File: config.mk
export PLATFORM = sky130hd
export DESIGN_NAME = tl_bus_arbiter
export DESIGN_NICKNAME = d
export VERILOG_FILES = /design/src/rtl/tl_bus_arbiter.sv
export SDC_FILE = /design/constraint.sdc
export NUM_CORES = 1
export LEC_CHECK = 0
export ABC_AREA = 1
export CORE_AREA = 2 2 256 258
export CTS_BUF_LIST = sky130_fd_sc_hd__clkbuf_16
export CTS_CLUSTER_DIAMETER = 60
export DETAILED_ROUTE_END_ITERATION = 6
export DIE_AREA = 0 0 258 260
export GPL_ROUTABILITY_DRIVEN = 0
export GPL_TIMING_DRIVEN = 1
export PLACE_DENSITY = 0.34
export SYNTH_ARGS = -nofsm -noshare
export SYNTH_HDL_FRONTEND = slang
export SYNTH_SLANG_ARGS = --single-unit
File: constraint.sdc
create_clock -name clk -period 1.4 [get_ports clk]
set_input_delay 0.14 -clock clk [delete_from_list [all_inputs] [get_ports clk]]
set_output_delay 0.14 -clock clk [all_outputs]
set_load 0.02 [all_outputs]
File: src/rtl/tl_bus_arbiter.sv
// Two-master, one-slave TileLink-UL arbiter with round-robin grant.
// The grant is held for the whole transaction (all A beats, then all D beats).
module tl_bus_arbiter #(
  parameter int ADDR_W     = 64,
  parameter int DATA_W     = 64,
  parameter int MAX_LGSIZE = 6
) (
  input  logic                clk,
  input  logic                rst,
  input  logic                m0_a_valid,
  output logic                m0_a_ready,
  input  logic [2:0]          m0_a_opcode,
  input  logic [2:0]          m0_a_size,
  input  logic [ADDR_W-1:0]   m0_a_address,
  input  logic [DATA_W-1:0]   m0_a_data,
  input  logic [DATA_W/8-1:0] m0_a_mask,
  output logic                m0_d_valid,
  input  logic                m0_d_ready,
  output logic [2:0]          m0_d_opcode,
  output logic [2:0]          m0_d_size,
  output logic [DATA_W-1:0]   m0_d_data,
  input  logic                m1_a_valid,
  output logic                m1_a_ready,
  input  logic [2:0]          m1_a_opcode,
  input  logic [2:0]          m1_a_size,
  input  logic [ADDR_W-1:0]   m1_a_address,
  input  logic [DATA_W-1:0]   m1_a_data,
  input  logic [DATA_W/8-1:0] m1_a_mask,
  output logic                m1_d_valid,
  input  logic                m1_d_ready,
  output logic [2:0]          m1_d_opcode,
  output logic [2:0]          m1_d_size,
  output logic [DATA_W-1:0]   m1_d_data,
  output logic                s_a_valid,
  input  logic                s_a_ready,
  output logic [2:0]          s_a_opcode,
  output logic [2:0]          s_a_size,
  output logic [ADDR_W-1:0]   s_a_address,
  output logic [DATA_W-1:0]   s_a_data,
  output logic [DATA_W/8-1:0] s_a_mask,
  input  logic                s_d_valid,
  output logic                s_d_ready,
  input  logic [2:0]          s_d_opcode,
  input  logic [2:0]          s_d_size,
  input  logic [DATA_W-1:0]   s_d_data
);

  typedef enum logic [1:0] {IDLE, A_PHASE, D_PHASE} state_e;

  localparam logic [2:0] OP_GET = 3'd4;

  state_e     state_q, state_d;
  logic       owner_q, owner_d;
  logic       rr_ptr_q, rr_ptr_d;
  logic [3:0] beats_left_q, beats_left_d;
  logic       is_put_q, is_put_d;

  // Oversized requests are clamped to the largest supported line.
  function automatic logic [3:0] beat_count(input logic [2:0] size);
    logic [2:0] sz;
    sz = (int'(size) > MAX_LGSIZE) ? 3'(MAX_LGSIZE) : size;
    if (sz <= 3'd3) return 4'd1;
    return 4'(1 << (sz - 3'd3));
  endfunction

  logic                own_a_valid;
  logic [2:0]          own_a_opcode;
  logic [2:0]          own_a_size;
  logic [ADDR_W-1:0]   own_a_address;
  logic [DATA_W-1:0]   own_a_data;
  logic [DATA_W/8-1:0] own_a_mask;
  logic                own_d_ready;
  logic                gnt;
  logic [2:0]          gnt_opcode;

  always_comb begin
    state_d      = state_q;
    owner_d      = owner_q;
    rr_ptr_d     = rr_ptr_q;
    beats_left_d = beats_left_q;
    is_put_d     = is_put_q;

    m0_a_ready  = 1'b0;
    m1_a_ready  = 1'b0;
    m0_d_valid  = 1'b0;
    m1_d_valid  = 1'b0;
    m0_d_opcode = '0;
    m1_d_opcode = '0;
    m0_d_size   = '0;
    m1_d_size   = '0;
    m0_d_data   = '0;
    m1_d_data   = '0;
    s_a_valid   = 1'b0;
    s_a_opcode  = '0;
    s_a_size    = '0;
    s_a_address = '0;
    s_a_data    = '0;
    s_a_mask    = '0;
    s_d_ready   = 1'b0;

    own_a_valid   = owner_q ? m1_a_valid   : m0_a_valid;
    own_a_opcode  = owner_q ? m1_a_opcode  : m0_a_opcode;
    own_a_size    = owner_q ? m1_a_size    : m0_a_size;
    own_a_address = owner_q ? m1_a_address : m0_a_address;
    own_a_data    = owner_q ? m1_a_data    : m0_a_data;
    own_a_mask    = owner_q ? m1_a_mask    : m0_a_mask;
    own_d_ready   = owner_q ? m1_d_ready   : m0_d_ready;

    // A lone requester wins outright; a tie goes to the round-robin pointer.
    gnt        = (m0_a_valid && m1_a_valid) ? rr_ptr_q : m1_a_valid;
    gnt_opcode = gnt ? m1_a_opcode : m0_a_opcode;

    case (state_q)
      IDLE: begin
        if (m0_a_valid || m1_a_valid) begin
          owner_d      = gnt;
          beats_left_d = beat_count(gnt ? m1_a_size : m0_a_size);
          is_put_d     = (gnt_opcode == 3'd0) || (gnt_opcode == 3'd1);
          state_d      = A_PHASE;
        end
      end
      A_PHASE: begin
        s_a_valid   = own_a_valid;
        s_a_opcode  = own_a_opcode;
        s_a_size    = own_a_size;
        s_a_address = own_a_address;
        s_a_data    = own_a_data;
        s_a_mask    = own_a_mask;
        m0_a_ready  = !owner_q && s_a_ready;
        m1_a_ready  = owner_q && s_a_ready;
        if (own_a_valid && s_a_ready) begin
          if (is_put_q) begin
            if (beats_left_q <= 4'd1) begin
              beats_left_d = 4'd1;
              state_d      = D_PHASE;
            end else begin
              beats_left_d = beats_left_q - 4'd1;
            end
          end else if (own_a_opcode == OP_GET) begin
            state_d = D_PHASE;
          end else begin
            beats_left_d = 4'd1;
            state_d      = D_PHASE;
          end
        end
      end
      D_PHASE: begin
        s_d_ready   = own_d_ready;
        m0_d_valid  = !owner_q && s_d_valid;
        m1_d_valid  = owner_q && s_d_valid;
        m0_d_opcode = owner_q ? 3'd0 : s_d_opcode;
        m1_d_opcode = owner_q ? s_d_opcode : 3'd0;
        m0_d_size   = owner_q ? 3'd0 : s_d_size;
        m1_d_size   = owner_q ? s_d_size : 3'd0;
        m0_d_data   = owner_q ? '0 : s_d_data;
        m1_d_data   = owner_q ? s_d_data : '0;
        if (s_d_valid && own_d_ready) begin
          if (beats_left_q <= 4'd1) begin
            beats_left_d = 4'd0;
            rr_ptr_d     = ~owner_q;
            state_d      = IDLE;
          end else begin
            beats_left_d = beats_left_q - 4'd1;
          end
        end
      end
      default: state_d = IDLE;
    endcase
  end

  always_ff @(posedge clk) begin
    if (rst) begin
      state_q      <= IDLE;
      owner_q      <= 1'b0;
      rr_ptr_q     <= 1'b0;
      beats_left_q <= 4'd0;
      is_put_q     <= 1'b0;
    end else begin
      state_q      <= state_d;
      owner_q      <= owner_d;
      rr_ptr_q     <= rr_ptr_d;
      beats_left_q <= beats_left_d;
      is_put_q     <= is_put_d;
    end
  end

endmodule

; After elaboration in Yosys (flattened, before gate mapping)
; Index checks and enable logic that the tools add are counted.
[totals]
register_bits = 9
wordCells = 93
[op_classes]
add_sub_neg = 2
n_lt_le_gt_ge = 3
eq_ne = 10
shift = 1
n_mux = 54
bitwise = 1
reduce_logical = 17
[ops]
columns = op, count
row1 = $mux 64, 8
row2 = $mux 3, 15
row3 = $mux 4, 9
row4 = $mux 8, 2
row5 = $mux 1, 12
row6 = $mux 2, 6
row7 = $pmux 4 s3, 1
row8 = $reduce_and 5->1, 2
row9 = $ne 2x2->1 const B, 4
row10 = $logic_and 1x1->1, 7
row11 = $ne 3x3->1 const B, 2
row12 = $pmux 2 s3, 1
row13 = $le 4x1->1 const B, 1
row14 = $shl 1x3->4 const A, 1
row15 = $sub 4x1->4 const B, 1
row16 = $eq 3x1->1 const B, 1
row17 = $eq 3x3->1 const B, 1
row18 = $gt 3x3->1 const B, 1
row19 = $le 3x2->1 const B, 1
row20 = $logic_not 3->1, 1
row21 = $reduce_and 3->1, 1
row22 = $reduce_bool 3->1, 1
row23 = $sub 3x2->3 const B, 1
row24 = $eq 2x1->1 const B, 1
row25 = other kinds (6), 7

; Logic depth before layout (Yosys ltp)
[depth]
depth_word = 12
depth_mapped = 12
mapped_depth_nobuf = 12

; Worst setup path before layout
; No wires, ideal clock.
[synth_timing]
kind = register -> output
startpoint = register state_q[1]
endpoint = output s_a_size[0]
t_arrival_ps = 1473
required_ps = 1260
path_slack_ps = -213
path_stages_with_launch = 9
path_buffers = 2
path_cell_list = dfxtp_1 > inv_1 > ha_1 > inv_2 > nor2_4 > buf_4 > buf_6 > inv_2 > o22ai_1
[synth_between]
elab_chain_len = 2
[synth_rtl]
columns = element, line_no
row1 = "start, declared", 52  ; state_e state_q, state_d;
row2 = "start signal, assigned", 179  ; state_q <= state_d;
row3 = $eq 2x1->1, 113  ; case (state_q)
row4 = $mux 3, 113
row5 = "end, declared", 37  ; output logic [2:0] s_a_size,
; Every way passes these cells.

; Worst setup path after layout
[layout_timing]
startpoint = register state_q[1]
endpoint = output s_a_address[37]
[layout_between]
elab_chain_len = 2
[layout_rtl]
columns = element, line_no
row1 = $eq 2x1->1, 113
row2 = $mux 64, 113
row3 = "end, declared", 38  ; output logic [ADDR_W-1:0] s_a_address,
; Every way passes these cells.

==> flow_summary.json <==
{
  "rsz0062_at_grt": "yes",
  "internal-power_w": 0.0107,
  "cellPowerDensity_nw_per_um2": 1350,
  "min_period_ns": 1.94,
  "placed_area_um2": 11900,
  "setup_viol": 293,
  "die_y_um": 260,
  "failed_checks": "setup timing",
  "total_power_w": 0.0195,
  "initial_core_util": 0.0490,
  "overflow": 0,
  "synth_largest_area_cell": "a22o_1",
  "dieArea_um2": 67100,
  "dr.pass1.iters": 4,
  "clock-sinks": 9,
  "slowest_delay_ns": 0.32,
  "grt_pass1_vias": 6858,
  "syn_area_um2": 3140,
  "dp_slack_ns": -0.757,
  "start_kind": "flip-flop",
  "grt_pass1_wl_mm": 51.6,
  "sequentialPowerShare": 0.025,
  "timing.final.crit_share": 1.38,
  "yosysWarningCount": 0,
  "vias_per_cell": 3.26,
  "io_pins": 650,
  "crit_chain": "inv_2 > ha_4 > inv_4 > nor2_4 > buf_6 > clkbuf_16 > buf_12 > buf_6 > a22o_4 > buf_12",
  "syn_inst": 557,
  "seq_area_frac_synth": 0.0573,
  "multi_input_area_um2": 3860,
  "drc": 0,
  "drive_gt1_frac": 0.520,
  "drt_iter0_markers": 200,
  "path_buf_inv": 7,
  "drv_cap": 0,
  "status": "finished, violations left",
  "routed_wl_mm": 41.8,
  "max_freq_ghz": 0.517,
  "ctsHoldBuffers": 0,
  "cpMaxStageDelayCell": "dfxtp_2",
  "p_sw_frac": 0.455,
  "cts_made_buffers": 3,
  "synth_area_leaders": "a22o_1, nor2_1, inv_1",
  "p_leak_nw": 6.43,
  "path_max_fanout": 8,
  "skew_ns": 0.00348,
  "cts_tree": "built",
  "dp_hpwl_mm": 34.8,
  "seq_area_um2": 190,
  "cts-root-buf": "clkbuf_16",
  "cts_max_path_buffers": 2,
  "rows": 93,
  "utilization": 0.227,
  "cp.required_ns": 1.26,
  "final.setup.worst_slack_ns": -0.536,
  "antenna_left": 0,
  "cts_max_level": 1,
  "nets": 1718,
  "fillCellCount": 7083,
  "relSlewSlack": 0.727,
  "ys_ff_latch": 9,
  "drv_slew": 0,
  "hold_path.class": "flip-flop to flip-flop",
  "cp.arrival_ns": 1.80,
  "core_area_um2": 64100,
  "portBuffers": 649,
  "path_class": "flip-flop to primary output",
  "die_w_um": 258,
  "antenna_found_initial": 13,
  "hold_ws_ns": 0.523,
  "yosys.area.top_type_share": 0.382,
  "p_comb_frac": 0.950,
  "area_growth_pct": 362,
  "synth_cell_types": 23,
  "mappedNetlistNets": 924,
  "wl_per_cell_um": 18.9,
  "clk_latency_ns": 0.24,
  "final_cell_area_um2": 14500,
  "clkPwrFrac": 0.026,
  "vias": 7191,
  "synth_area_per_cell_um2": 5.64,
  "power_switching_w": 0.00889,
  "hold_viol_final": 0,
  "crit_family": "buffers and inverters",
  "endpoint_kind": "primary output",
  "tightestPinTransition_ns": 0.406,
  "grt_util_all_layers": 0.106,
  "ir_worst_vdd_v": 0.000608,
  "clk_pin_slew_ns": 0.04,
  "grt_max_degree": 28
}
## cells by family after synthesis
logic type	after synthesis	share of synthesized area
adder cells (fa/ha/maj)	5	0.0199
AND/OR/NAND/NOR	243	0.308
flip-flops	9	0.0573
buffers and inverters	146	0.203
AO/OA/AOI/OAI	154	0.412
## placed cells by master, fill, tap and decap left out, types with 2 or more instances in the layout
master and n:
a21oi_2 2, clkbuf_4 2, nor2_4 117, dfxtp_4 2
nor3_1 2, o21ai_1 2, clkdlybuf4s50_1 361, buf_2 5
a21oi_4 3, clkbuf_16 14, nor2_1 39, nand2_2 12
nand3_1 12, a22o_4 54, buf_6 259, nand2_1 45
nor2_2 10, o21ai_0 2, diode_2 4, a21oi_1 5
buf_8 17, nand2_8 2, inv_2 6, inv_1 90
dfxtp_2 2, buf_12 25, inv_4 3, buf_16 5
a22o_1 82, dfxtp_1 5, o22ai_4 2, clkdlybuf4s15_2 5
buf_4 143, ha_4 3, nand2_4 2
## metal layers
layer | part of all wire | GRT usage
met1 | 0.41 | 0.128
met2 | 0.51 | 0.190
met3 | 0.076 | 0.0305
met4 | 0.0046 | 0.00996
met5 | 0.00084 | 0
## area by class of cell
class / instances / area share
Tap cell: 855 / 0.0736
Inverter: 100 / 0.0280
Multi-Input combinational cell: 402 / 0.266
Timing Repair Buffer: 835 / 0.613
Antenna cell: 4 / 0.000689
Clock inverter: 1 / 0.000258
Clock buffer: 3 / 0.00517
Sequential cell: 9 / 0.0131
## flip-flops by register name, summed over array words and instances, names as in the netlist
signal,cells
rr_ptr_q,1
beats_left_q,4
is_put_q,1
state_q,2
owner_q,1
## through the flow
step	TNS (ns)	instances
after floorplan	-6.24	557
final	-100.54	2209
after detailed placement	-165.87	2115
after global routing	-117.87	2209
after global placement	-163.10	2115
after CTS	-137.32	2123
## path summary, 6_finish.rpt
kind / from / endpoint / slack, ns / cells after the start
setup reg to reg: state_q[1]$_SDFFE_PP0P_ / beats_left_q[1]$_SDFFE_PP0P_ / -0.35 / 12
hold / removal: rr_ptr_q$_SDFFE_PP0P_ / rr_ptr_q$_SDFFE_PP0P_ / 0.52 / 2
hold reg to reg: rr_ptr_q$_SDFFE_PP0P_ / rr_ptr_q$_SDFFE_PP0P_ / 0.52 / 2
setup / recovery: state_q[1]$_SDFFE_PP0P_ / s_a_address[37] / -0.54 / 10
## power groups by stage
stage	clock [W]	sequential [W]	combinational, W
after global routing	0.000533	0.000498	0.0197
final	0.000507	0.000480	0.0186
after detailed placement	0	0.000461	0.0140
after CTS	0.000516	0.000461	0.0137
after global placement	0	0.000455	0.0141
after floorplan	0	0.000431	0.00688
## Yosys cell counts, drive strengths merged
cell type,instances
a21oi,10
a22o,137
buf,31
clkbuf,15
dfxtp,9
ha,5
inv,100
nand2,61
nand3,12
nand4,1
nor2,166
nor3,3
o21ai,4
o22ai,2
o31ai,1
## tightest hold or removal path, stage by stage (launching register included)
cell and delay (ns):
dfxtp_1 0.30, o21ai_1 0.12, a21oi_1 0.05
## timing repair
item	CTS	global route
cloned	2	13
pin swaps	13	98
resized for setup	588	1356
buffers inserted	2	71
endpoints found under the setup margin	296	297
(Power assumes the default switching activity.)
